==> src/rtl/lc3b_types.sv <==
// Shared LC-3b pipeline types: opcodes, the decoded control word and the
// memory-stage FSM state, plus a read/write select helper.
package lc3b_types;

  typedef enum logic [3:0] {
    OP_BR   = 4'd0,
    OP_ADD  = 4'd1,
    OP_LDB  = 4'd2,
    OP_STB  = 4'd3,
    OP_JSR  = 4'd4,
    OP_AND  = 4'd5,
    OP_LDR  = 4'd6,
    OP_STR  = 4'd7,
    OP_RTI  = 4'd8,
    OP_NOT  = 4'd9,
    OP_LDI  = 4'd10,
    OP_STI  = 4'd11,
    OP_JMP  = 4'd12,
    OP_SHF  = 4'd13,
    OP_LEA  = 4'd14,
    OP_TRAP = 4'd15
  } lc3b_opcode;

  typedef struct packed {
    lc3b_opcode  opcode;
    logic        is_nop;
    logic        load_regfile;
    logic        mem_read;
    logic        mem_write;
    logic [1:0]  mem_byte_enable;
    logic        indirect_enable;
  } lc3b_control_word;

  typedef enum logic [1:0] {
    IDLE     = 2'd0,
    ACCESS   = 2'd1,
    IND_PTR  = 2'd2,
    IND_DATA = 2'd3
  } mem_state_t;

  localparam logic [1:0] BE_WORD = 2'b11;

  // {read, write}; a malformed word asserting both is treated as a read so
  // exactly one strobe is ever raised.
  function automatic logic [1:0] rw_sel(input lc3b_control_word c);
    rw_sel = {c.mem_read, c.mem_write & ~c.mem_read};
  endfunction

endpackage

==> src/rtl/mem_access_ctrl.sv <==
// LC-3b MEM-stage controller: plain and indirect (LDI/STI) data-memory accesses.
// Optional feature macro: MEM_STALL_CNT_EN adds the 32-bit stall_cycles counter.
module mem_access_ctrl
  import lc3b_types::*;
(
  input  logic             clk,
  input  logic             rst_n,
  input  lc3b_control_word ctrl_in,
  input  logic             valid_in,
  input  logic [15:0]      addr_in,
  input  logic [15:0]      wdata_in,
  input  logic             dmem_resp,
  input  logic [15:0]      dmem_rdata,
  output logic             dmem_read,
  output logic             dmem_write,
  output logic [15:0]      dmem_address,
  output logic [15:0]      dmem_wdata,
  output logic [1:0]       dmem_byte_enable,
  output logic             stall_out,
  output logic             done_out,
  output logic [15:0]      mdr_out
`ifdef MEM_STALL_CNT_EN
  ,
  output logic [31:0]      stall_cycles
`endif
);

  mem_state_t       state_r;
  lc3b_control_word ctrl_r;
  logic [15:0]      addr_r;
  logic [15:0]      wdata_r;
  logic [15:0]      ptr_r;
  logic [15:0]      mdr_r;
  logic             done_r;

  logic             start_s;
  logic             busy_s;
  logic             last_s;
  logic             final_s;
  logic             final_read_s;
  logic             stall_s;
  logic             req_rd_s;
  logic             req_wr_s;
  logic [15:0]      req_addr_s;
  logic [15:0]      req_wdata_s;
  logic [1:0]       req_be_s;
  logic [1:0]       rw_in_s;
  logic [1:0]       rw_lat_s;

  assign start_s  = valid_in & ~ctrl_in.is_nop & (ctrl_in.mem_read | ctrl_in.mem_write);
  assign rw_in_s  = rw_sel(ctrl_in);
  assign rw_lat_s = rw_sel(ctrl_r);

  // Request decode; last_s marks the access whose response retires the instruction.
  always_comb begin
    busy_s      = 1'b0;
    last_s      = 1'b0;
    req_rd_s    = 1'b0;
    req_wr_s    = 1'b0;
    req_addr_s  = 16'h0000;
    req_wdata_s = 16'h0000;
    req_be_s    = 2'b00;
    case (state_r)
      IDLE: begin
        if (start_s) begin
          busy_s     = 1'b1;
          req_addr_s = addr_in;
          if (ctrl_in.indirect_enable) begin
            req_rd_s = 1'b1;
            req_be_s = BE_WORD;
          end else begin
            req_rd_s    = rw_in_s[1];
            req_wr_s    = rw_in_s[0];
            req_be_s    = ctrl_in.mem_byte_enable;
            req_wdata_s = wdata_in;
            last_s      = 1'b1;
          end
        end else begin
          busy_s = 1'b0;
        end
      end
      ACCESS: begin
        busy_s      = 1'b1;
        last_s      = 1'b1;
        req_addr_s  = addr_r;
        req_rd_s    = rw_lat_s[1];
        req_wr_s    = rw_lat_s[0];
        req_be_s    = ctrl_r.mem_byte_enable;
        req_wdata_s = wdata_r;
      end
      IND_PTR: begin
        busy_s     = 1'b1;
        req_addr_s = addr_r;
        req_rd_s   = 1'b1;
        req_be_s   = BE_WORD;
      end
      IND_DATA: begin
        busy_s     = 1'b1;
        last_s     = 1'b1;
        req_addr_s = ptr_r;
        req_be_s   = BE_WORD;
        if (ctrl_r.opcode == OP_STI) begin
          req_wr_s    = 1'b1;
          req_wdata_s = wdata_r;
        end else begin
          req_rd_s = 1'b1;
        end
      end
      default: begin
        busy_s = 1'b0;
      end
    endcase
  end

  assign final_s      = busy_s & last_s & dmem_resp;
  assign final_read_s = final_s & req_rd_s;
  assign stall_s      = busy_s & ~final_s;

  // The request is combinational so it can launch in the start cycle; rst_n
  // gating keeps every strobe low while reset is held.
  assign dmem_read        = rst_n & req_rd_s;
  assign dmem_write       = rst_n & req_wr_s;
  assign dmem_address     = rst_n ? req_addr_s  : 16'h0000;
  assign dmem_wdata       = rst_n ? req_wdata_s : 16'h0000;
  assign dmem_byte_enable = rst_n ? req_be_s    : 2'b00;
  assign stall_out        = rst_n & stall_s;
  assign done_out         = done_r;
  assign mdr_out          = mdr_r;

  // FSM with latched request context, pointer, MDR and completion pulse.
  always_ff @(posedge clk or negedge rst_n) begin
    if (!rst_n) begin
      state_r <= IDLE;
      ctrl_r  <= '0;
      addr_r  <= 16'h0000;
      wdata_r <= 16'h0000;
      ptr_r   <= 16'h0000;
      mdr_r   <= 16'h0000;
      done_r  <= 1'b0;
    end else begin
      done_r <= final_s;
      if (final_read_s) begin
        mdr_r <= dmem_rdata;
      end
      case (state_r)
        IDLE: begin
          if (start_s) begin
            ctrl_r  <= ctrl_in;
            addr_r  <= addr_in;
            wdata_r <= wdata_in;
            if (ctrl_in.indirect_enable) begin
              if (dmem_resp) begin
                ptr_r   <= dmem_rdata;
                state_r <= IND_DATA;
              end else begin
                state_r <= IND_PTR;
              end
            end else begin
              state_r <= dmem_resp ? IDLE : ACCESS;
            end
          end
        end
        ACCESS: begin
          if (dmem_resp) state_r <= IDLE;
        end
        IND_PTR: begin
          if (dmem_resp) begin
            ptr_r   <= dmem_rdata;
            state_r <= IND_DATA;
          end
        end
        IND_DATA: begin
          if (dmem_resp) state_r <= IDLE;
        end
        default: state_r <= IDLE;
      endcase
    end
  end

`ifdef MEM_STALL_CNT_EN
  logic [31:0] stall_cnt_r;

  // Free-running count of stalled cycles; wraps naturally at 2^32.
  always_ff @(posedge clk or negedge rst_n) begin
    if (!rst_n) begin
      stall_cnt_r <= 32'd0;
    end else if (stall_s) begin
      stall_cnt_r <= stall_cnt_r + 32'd1;
    end
  end

  assign stall_cycles = stall_cnt_r;
`endif

endmodule

==> config.mk <==
export PLATFORM = sky130hd
export DESIGN_NAME = mem_access_ctrl
export DESIGN_NICKNAME = d
export VERILOG_FILES = /design/src/rtl/lc3b_types.sv /design/src/rtl/mem_access_ctrl.sv
export SDC_FILE = /design/constraint.sdc
export NUM_CORES = 1
export LEC_CHECK = 0
export BUFFER_PORTS_ARGS = -buffer_cell sky130_fd_sc_hd__buf_4
export CORE_UTILIZATION = 46
export DETAILED_ROUTE_END_ITERATION = 7
export PLACE_DENSITY = 0.87
export SYNTH_ARGS = -nofsm -noshare
export SYNTH_HDL_FRONTEND = slang
export SYNTH_SLANG_ARGS = --single-unit
export TNS_END_PERCENT = 5
==> constraint.sdc <==
create_clock -name clk -period 2 [get_ports clk]
set_input_delay 0.3 -clock clk [delete_from_list [all_inputs] [get_ports clk]]
set_output_delay 0.3 -clock clk [all_outputs]
set_load 0.01 [all_outputs]
Word-level counts from Yosys, hierarchy flattened
Index checks and enable logic that the tools add are counted.

Bitwise logic cells: 16. Magnitude comparators: 0. Add/subtract/negate cells: 0. Div/mod/pow operators: 0. Reduce and logical (&&, ||, !) cells: 9. Eq/ne operators: 8. Muxes and demuxes: 36. Shifts and indexed selects: 0. $mul: 0.

Operators with widths (count): 16-bit two-way mux (9); 16-bit case mux with 3 select lines (2); 16-bit case mux with 2 select lines (1); 2-bit two-way mux (7); 2-bit case mux with 3 select lines (2); 1-bit AND (11); 1-bit two-way mux (11); 2-bit inequality test (second input constant) (3); 3-bit AND reduction (2); 2-bit OR reduction (3); 2-bit == test (second input constant) (2); 4-bit == test (second input constant) (1); 1-bit NOT (4); 1-bit case mux with 2 select lines (2); 1-bit case mux with 4 select lines (1); 1-bit case mux with 3 select lines (1); 3-bit OR reduction (1); 2-bit by 1-bit == test with 1-bit output (second input constant) (1); 2-bit zero test (1); 2-bit by 1-bit inequality test with 1-bit output (second input constant) (1); 2-bit AND reduction (1); 2-bit nonzero test (1); 1-bit OR (1).

Output and inout bits: 54. Bits in latches: 0. Memories kept: 0. Bits in writable memories: 0. Memory bits (read-only): 0. Input bits: 63. Flip-flop bits (word level): 75. Word-level logic and storage cells: 79.

Longest topological paths before layout
Depth in word-level cells: 10. Mapped depth: 8. Depth with buffers taken out: 7.

Least setup slack after synthesis
Ideal clock, no wire load.

Kind: flip-flop to output port. From: register state_r[0]. To: output dmem_address[10]. Cell stages (with the launch flop): 8. Required time: 1.700 ns. Slack: -0.086 ns. Data arrival time: 1.786 ns. Buffers on the path: 2. Path through: dfrtp_1 > inv_1 > ha_1 > clkbuf_1 > clkbuf_1 > a22oi_1 > or2_2 > a21oi_1.

Cells in the longest elaborated chain, start to end: 4. Elaborated cells on any way between the ends: 7. Those cells by class: eq/ne: 3; mux: 2; reduce/logical: 2.

RTL lines: start, declared (line mem_access_ctrl.sv:28) `mem_state_t state_r;`; start signal, assigned (line mem_access_ctrl.sv:159) `state_r <= dmem_resp ? IDLE : ACCESS;`; 2-bit == test or 2-bit by 1-bit == test with 1-bit output (tied branches) (line mem_access_ctrl.sv:63) `case (state_r)`; 2-bit OR reduction (no line); 16-bit case mux with 3 select lines * (line mem_access_ctrl.sv:63); 16-bit two-way mux * (line mem_access_ctrl.sv:123) `assign dmem_address = rst_n ? req_addr_s : 16'h0000;`; end, declared (line mem_access_ctrl.sv:16) `output logic [15:0] dmem_address,`.

Every way passes the cells marked *; elsewhere a longest branch is shown, timed or not.

Final worst setup path
From: register state_r[1]. To: output dmem_address[12].

The elaborated chain is that of the path after synthesis.

==> summary.txt <==
Final layout
  • Most common cell after layout, fill and taps aside: buf_4
  • Multi-input logic area: 1930 um^2
  • Fin cells: 631
  • Design Area, Final: 5470 um^2
  • Share of cells above drive strength 1: 0.484
  • Final nets: 592
  • Fill count: 538
  • Diode count: 0
  • Area growth, synth to finish: 50.0%
  • Most frequent cells in the layout: 135 x buf_4, 122 x nand2_1, 74 x dfrtp_1
  • Register Area: 1880 um^2

Floorplanning
  • Site row count: 32
  • Die ar.: 8290 um^2
  • Die width: 91.1 um
  • Core area: 7690 um^2
  • Ports: 117
  • Die Y: 91.1 um
  • Initial Util: 0.475

Power
  • Static leakage: 2.68 nW
  • Worst VDD drop: 0.829 mV
  • Total power per unit cell area: 1490 nW/um^2

STA
  • FMAX: 413 MHz
  • Final WS setup: -0.424 ns
  • Worst Skew: 0.00930 ns
  • Min cycle time layout: 2.42 ns
  • RSZ-0062 raised after global routing: yes
  • Fin Setup TNS: -12.52 ns
  • Fin crit share: 1.21
  • Max Transition Viols Final: 0
  • Worst Tran Pin Value: 0.542 ns
  • Final Hold Vio Count: 0
  • Final setup violation count: 53
  • Slew HR: 0.635

Clock network
  • Max clock buf depth: 2
  • Reg clk slew, reported paths: 0.08 ns
  • Clock Sinks: 75
  • # H-tree levels: 3
  • Inserted Clock Buffers: 9
  • Clk root buf: clkbuf_8
  • Worst skew pair latency: 0.35 ns
  • CTS tree: yes

Yosys
  • Synthesized flop and latch total: 75
  • Syn nets: 452
  • EDFF count, synth: 0
  • Post-Syn Area per Cell: 9.50 um^2
  • Cells after Synth: 384
  • Most used DFF post-synth: dfrtp_1
  • Synth cell types: 37
  • Ys Warns: 0
  • Post-synthesis sequential area ratio: 0.514
  • Mapped Area: 3650 um^2
  • Ys async rst share: 1.00

Detailed routing
  • Vias: 3443
  • Routed length per instance: 17.4 um
  • Antenna viol nets, final: 0
  • WL final: 11000 um
  • Post-route DRC: 0
  • 1st-pass router iterations: 5
  • DR vias/cell: 5.46
  • DRT iter0 DRCs: 194

Worst setup path
  • R2R cell count: 8
  • Crit path kind: reg -> out
  • Arr. time, crit path: 2.12 ns
  • Critical path peak fanout: 11
  • Startpoint Class: flip-flop
  • FF-to-FF End: mdr_out[8]$_DFFE_PN0P_
  • Reg-to-Reg Start: state_r[1]$_DFFE_PN0P_
  • Worst EP required: 1.70 ns
  • R2r setup slk: -0.21 ns
  • Crit end category: output port

Placed design
  • Final HPWL DP: 6750 um
  • Input/output buffers: 115
  • Placed Cells: 606
  • Place WS: -0.148 ns
  • GPL Wtd Cong: 0.890
  • Placed instance area: 4780 um^2

Global routing
  • Initial antenna violation count: 0
  • All-Layer GR Usage: 0.253
  • Vias in the first global route: 3437
  • First-pass GRT wire length: 16300 um
  • Largest net degree at the start of global routing: 39
  • GRT overflow: 0

Status
  • Status: complete, but fails checks
  • Failing checks: setup timing

Job
  • MaxCap Viol Count: 0

Hold path
  • Min-Delay Path Class: in -> async
what timing repair did:
item                                    CTS  global route
endpoints found under the setup margin   53            69
setup buffers                             4             1
pin swaps                                18             7
hold buffers                              1             0
gates resized for setup                  61            23
cloned                                    1             2
endpoints found under the hold margin     6             0
report_power, final:
group / switching, mW / internal (mW) / total (mW)
clock network: 0.570 / 0.834 / 1.40
logic: 1.79 / 2.18 / 3.97
registers: 0.479 / 2.27 / 2.75
total: 2.84 / 5.29 / 8.13
per-layer routing:
metal,wire length (um),share of wire,global-route usage
met5,0,0,0
met4,339,0.031,0.115
met3,697,0.063,0.0544
met2,5570,0.51,0.436
met1,4380,0.40,0.302
synthesized netlist by cell type, types with 2 or more instances:
cell	n	area, um^2
a21oi_1	17	85.1
a221oi_1	2	17.5
a22oi_1	32	240
buf_1	2	7.51
clkbuf_1	19	71.3
dfrtp_1	75	1880
ha_1	5	62.6
inv_1	4	15.0
mux2_1	10	113
mux2_2	23	259
nand2_1	127	477
nand2b_1	4	25.0
nor2_1	19	71.3
nor3_1	2	10.0
o21ai_0	5	25.0
or2_2	17	106
state kept, by name, summed over array words and instances, names as in the netlist:
register and flops:
mdr_out 16, addr_r 16, ptr_r 16, state_r 2, ctrl_r 8, wdata_r 16
done_out 1
worst max path at each step:
stage | startpoint | to | slack, ns | depth (start not counted)
floorplan | state_r[0]$_DFFE_PN0P_ | mdr_out[10]$_DFFE_PN0P_ | -0.005 | 7
global placement | state_r[1]$_DFFE_PN0P_ | mdr_out[3]$_DFFE_PN0P_ | -0.04 | 7
detailed placement | state_r[0]$_DFFE_PN0P_ | mdr_out[5]$_DFFE_PN0P_ | -0.15 | 7
CTS | state_r[1]$_DFFE_PN0P_ | stall_out | -0.27 | 7
global route | state_r[1]$_DFFE_PN0P_ | dmem_address[12] | -0.45 | 7
finish | state_r[1]$_DFFE_PN0P_ | dmem_address[12] | -0.42 | 7
worst max-delay path: stages (launching register included):
cell     delay, ns
dfrtp_1       0.45
buf_4         0.16
ha_4          0.17
buf_4         0.22
a22oi_1       0.12
or2_2         0.29
a21oi_1       0.21
buf_4         0.16
cell families after synthesis:
kind of cell / count (synthesis) / synth area share
buf+inv: 28 / 0.0312
compound gates: 61 / 0.114
flops: 75 / 0.514
simple gates: 180 / 0.217
mux: 34 / 0.105
xor+xnor: 1 / 0.00240
fa+ha+maj: 5 / 0.0171
metrics by stage:
step	total power, mW	utilization	hold slack (ns)
floorplan	4.42	-	0.00441
global placement	5.64	0.622	0.140
detailed placement	5.82	0.622	0.143
CTS	7.73	0.690	0.0431
global route	8.59	0.712	0.0529
finish	8.13	0.712	0.0405
area by class of cell:
type / count / area share
Tap cell: 102 / 0.0233
Clock inverter: 6 / 0.0206
Sequential cell: 75 / 0.343
Clock buffer: 10 / 0.0233
Timing Repair Buffer: 152 / 0.233
Multi-Input combinational cell: 281 / 0.352
Inverter: 5 / 0.00434
Note: power is estimated with default switching activity, not from simulation.
